## config.mk

```make
export PLATFORM = sky130hd
export DESIGN_NAME = debruijn_shift_gen
export DESIGN_NICKNAME = d
export VERILOG_FILES = /design/src/rtl/debruijn_shift_gen.sv
export SDC_FILE = /design/constraint.sdc
export NUM_CORES = 1
export LEC_CHECK = 0
export ABC_AREA = 1
export CAP_MARGIN = 40
export CORE_AREA = 2 2 39 41
export CTS_CLUSTER_SIZE = 14
export DETAILED_ROUTE_END_ITERATION = 12
export DIE_AREA = 0 0 41 43
export GPL_TIMING_DRIVEN = 0
export HOLD_SLACK_MARGIN = 0.12
export PLACE_DENSITY = 0.66
export SLEW_MARGIN = 20
export SYNTH_ARGS = -nofsm -noshare
export SYNTH_HDL_FRONTEND = slang
export SYNTH_SLANG_ARGS = --single-unit
```

## constraint.sdc

```tcl
create_clock -name clk -period 1.1 [get_ports clk]
set_input_delay 0.165 -clock clk [delete_from_list [all_inputs] [get_ports clk]]
set_output_delay 0.165 -clock clk [all_outputs]
set_load 0.05 [all_outputs]
```

## src/rtl/debruijn_shift_gen.sv

```systemverilog
// De Bruijn sequence generator: Fibonacci LFSR with zero-state insertion, period 2^WIDTH.
// Define DEBRUIJN_CHECK_EN to build the step counter that flags period mismatches on err.
module debruijn_shift_gen #(
    parameter int unsigned      WIDTH = 4,
    parameter logic [WIDTH-1:0] TAPS  = 4'b1001,
    parameter logic [WIDTH-1:0] SEED  = {{(WIDTH-1){1'b0}}, 1'b1}
) (
    input  logic             clk,
    input  logic             rst,
    input  logic             en,
    input  logic             load,
    input  logic [WIDTH-1:0] load_val,
    output logic [WIDTH-1:0] state,
    output logic             bit_out,
    output logic             wrap,
    output logic             err
);

    logic [WIDTH-1:0] state_q, state_d;
    logic [WIDTH-1:0] anchor_q, anchor_d;
    logic             wrap_q, wrap_d;
    logic             fb;
    logic [WIDTH-1:0] step_state;
    logic             step_hit;

    // The zero-detect term splices 0 in between {1,0..0} and {0..0,1}.
    always_comb begin
        fb         = (^(state_q & TAPS)) ^ (state_q[WIDTH-2:0] == '0);
        step_state = {state_q[WIDTH-2:0], fb};
        step_hit   = (step_state == anchor_q);
    end

    always_comb begin
        state_d  = state_q;
        anchor_d = anchor_q;
        wrap_d   = 1'b0;
        if (load) begin
            state_d  = load_val;
            anchor_d = load_val;
        end else if (en) begin
            state_d = step_state;
            wrap_d  = step_hit;
        end
    end

    always_ff @(posedge clk) begin
        if (rst) begin
            state_q  <= SEED;
            anchor_q <= SEED;
            wrap_q   <= 1'b0;
        end else begin
            state_q  <= state_d;
            anchor_q <= anchor_d;
            wrap_q   <= wrap_d;
        end
    end

`ifdef DEBRUIJN_CHECK_EN
    logic [WIDTH-1:0] cnt_q, cnt_d;
    logic             err_q, err_d;

    // A return to the anchor must coincide exactly with the counter rolling over.
    always_comb begin
        cnt_d = cnt_q;
        err_d = err_q;
        if (load) begin
            cnt_d = '0;
        end else if (en) begin
            cnt_d = cnt_q + WIDTH'(1);
            if (step_hit != (cnt_q == '1)) begin
                err_d = 1'b1;
            end
        end
    end

    always_ff @(posedge clk) begin
        if (rst) begin
            cnt_q <= '0;
            err_q <= 1'b0;
        end else begin
            cnt_q <= cnt_d;
            err_q <= err_d;
        end
    end

    assign err = err_q;
`else
    assign err = 1'b0;
`endif

    assign state   = state_q;
    assign bit_out = state_q[WIDTH-1];
    assign wrap    = wrap_q;

endmodule

```

# Word-level counts from Yosys, hierarchy flattened
# Index checks and enable logic that the tools add are counted.
[classes]
n_eq_ne = 1
muxes = 2
bitwise_logic = 2
n_reduce_logical = 4
[ops]
columns = ["op", "count"]
rows = [
  ["two-way mux 4 bit", 2],
  ["equality test 4 bit", 1],
  ["XOR reduction 4 bit", 1],
  ["zero test 3 bit", 1],
  ["OR reduction 3 bit", 1],
  ["nonzero test 2 bit", 1],
  ["inverter 1 bit", 1],
  ["bitwise XOR 1 bit", 1],
]
[word_totals]
ff_bits = 9
in_bits = 8
elab_cells = 12

# Logic depth before layout (Yosys ltp)
[depth]
word_depth = 4
depth_mapped = 6

# Worst setup path after synthesis
# Ideal clock, no wire load.
[synth_path]
kind = "register to register"
from = "reg state_q[1] (netlist: state[1])"
to = "reg wrap_q (netlist: wrap)"
t_arrival_ns = 1.200
setup_slack_ns = -0.170
path_stages_with_launch = 7
synth_period_minus_slack_ns = 1.270
cell_sequence = "dfxtp_1 inv_1 nand2_1 nand2_1 nand2_1 nand3_1 a21oi_1"
[synth_between]
elab_chain_cells = 3
[synth_rtl]
columns = ["element", "line_no", "source"]
rows = [
  ["from (decl)", "19", "logic [WIDTH-1:0] state_q, state_d;"],
  ["from (signal assigned)", "52", "state_q <= state_d;"],
  ["zero test 3 bit", "28", "fb = (^(state_q & TAPS)) ^ (state_q[WIDTH-2:0] == '0);"],
  ["bitwise XOR 1 bit", "28", ""],
  ["equality test 4 bit (*)", "30", "step_hit = (step_state == anchor_q);"],
  ["to (signal assigned)", "54", "wrap_q <= wrap_d;"],
  ["to (decl)", "21", "logic wrap_q, wrap_d;"],
]
# Every way passes the cells marked *; elsewhere a longest branch is shown, timed or not.
# A chain may end at the register's enable or synchronous reset.

# Worst setup path after layout
[layout_path]
from = "reg state_q[2] (netlist: state[2])"
to = "out state[2]"
[layout_rtl]
columns = ["element", "line_no", "source"]
rows = [
  ["to (decl)", "13", "output logic [WIDTH-1:0] state,"],
]
# No word-level cell between the ends.

==> out/qor.yml <==
rsz0062_at_grt: "no"
synthCells: 73
layout_min_cycle_time_ns: 1.07
grt_pass1_vias: 416
path_class: "reg2out"
fp-row-count: 14
pwr-share-clk: 0.310
clockRootBuffer: "clkbuf_4"
cts_tree: "done"
insertedDiodeCount: 0
dr.pass1.iters: 2
syn_nets: 81
clk_latency_ns: 0.26
power_frac_comb: 0.241
critical_path.max_fanout: 5
grt.overflow.total: 0
htreeDepth: 1
path_buf_inv: 1
synth_top_flop_cell: "dfxtp_1"
via_per_inst: 4.53
final_cells: 105
dp_hpwl_um: 764
p_seq_frac: 0.448
tns_ns: 0
async_flop_share: 0
layout_commonest_cell: "nand2_1"
final_util: 0.470
core_um2: 1380
critical-path-slowest-cell: "dfxtp_2"
grt_usage: 0.143
clock_skew_ns: 0.00139
synth_top_cell_by_area: "dfxtp_1"
synthTopCellsByArea: "dfxtp_1 (37%), nand2_1 (18%), nand3_1 (8.1%)"
grt_pass1_wl_um: 1660
finalInstanceArea_um2: 651
clkTransAtPathRegs_ns: 0.06
wire_per_inst_um: 9.03
setup_violations: 0
io_pins: 15
globalplace.congestion: 0.752
post-route-drc-count: 0
postCtsHoldBufs: 0
die_height_um: 43
synth-edff-count: 0
dp.cells: 101
netlist_area_um2: 493
cts_buffer_depth: 2
syn-mean-instance-area_um2: 6.75
final_cell_mix: "nand2_1 (23), inv_1 (10), nand3_1 (8), clkdlybuf4s50_1 (6)"
grt_max_degree: 9
power_density_nw_per_um2: 1260
crit_chain: "buf_2"
nNetsFinal: 98
p_sw_frac: 0.313
status: "finished clean"
arrival_ns: 0.90
clock_sinks: 9
slowest_delay_ns: 0.37
routed_wl_um: 948
drt.antenna.violating_nets: 0
synth_cell_types: 15
holdWs_ns: 0.184
drt_iter0_drc: 1
die-area_um2: 1760
fmax_mhz: 937
vias: 476
period_share: 0.970
synth_seq_cells: 9
cp-end-kind: "output pin"
port_buffers: 12
cp-start-kind: "register"
die_w_um: 41
start_util: 0.356
drv_slew: 0
yosys_warnings: 0
synthToLayoutAreaGrowth_pct: 32.0
cap_violations: 0
vdd_drop_max_mv: 0.555
hold_path.class: "in2reg"
antenna_found_initial: 0
path_delay_family: "flip-flops"
leakage_nw: 0.344
yosysSeqAreaShare: 0.365
cp_data_required_time_ns: 0.94
hold_viol_final: 0
internal_power_uw: 564
yosysTopAreaCellShare: 0.365
switching_power_uw: 257
placed_area_um2: 638
fillers: 147
cts_buffers: 3
layout-drive-gt1-share: 0.225
==> worst paths after layout <==
kind / start / end / slack (ns) / cells past startpoint
min: load / anchor_q[0] / 0.18 / 2
min reg2reg: anchor_q[1] / anchor_q[1] / 0.47 / 2
max: state[2] / state[2] / 0.03 / 1
max reg2reg: state[1] / wrap / 0.17 / 6
==> stage by stage <==
step	power [mW]	worst slack [ns]
CTS	0.837	0.00369
detailed placement	0.583	-0.330
finish	0.822	0.0326
global route	0.870	0.000692
floorplan	0.517	0.0533
global placement	0.578	-0.329
==> power groups by stage <==
stage	Clock (mW)	Sequential, mW	Combinational (mW)
2_1_floorplan	0	0.410	0.106
3_3_place_gp	0	0.377	0.201
3_5_place_dp	0	0.378	0.205
4_1_cts	0.268	0.370	0.198
5_1_grt	0.279	0.372	0.219
6_report	0.255	0.368	0.198
==> cells by family after synthesis <==
kind of cell,synth area share
simple gates,0.373
buf+inv,0.145
flops,0.365
compound gates,0.0558
xor+xnor,0.0533
other cells,0.00761
==> cell usage after synthesis, types with 2 or more instances <==
| library cell | number |
|---|---|
| buf_4 | 2 |
| xor2_1 | 3 |
| inv_1 | 10 |
| dfxtp_1 | 9 |
| a21oi_1 | 4 |
| nand2_1 | 23 |
| nand4_1 | 2 |
| inv_2 | 2 |
| nor2_1 | 5 |
| nand3_1 | 8 |
==> state kept, by name, indices dropped and copies added (netlist names) <==
register  cells
wrap          1
anchor_q      4
state         4
==> layer usage <==
layer	share of wire	global-route usage	vias up
met3	0.059	0.0314	4
met1	0.43	0.166	207
met5	0	0	-
met2	0.48	0.219	12
li1	-	-	253
met4	0.031	0.100	0
==> worst reg2reg max path: stages (launching register included) <==
cell and delay [ns]:
dfxtp_2 0.37, inv_1 0.08, nand2_1 0.08, nand2_1 0.05, nand2_1 0.07, nand3_1 0.07, a21oi_1 0.15
==> timing repair <==
action | in CTS | in global routing
resized for setup | 33 | 3
endpoints found under the setup margin | 6 | 3
buffers inserted | 0 | 0
hold endpoints to repair | 0 | 0
==> cell type report <==
type,count,area (um^2),area share
tap,16,20.0,0.0308
sequential,9,188,0.288
buffer,3,26.3,0.0404
clock buffer,4,26.3,0.0404
inverter,12,45.0,0.0692
multi-input combinational,49,241,0.371
timing repair buffer,12,104,0.160
Power figures use the tool's default switching activity.
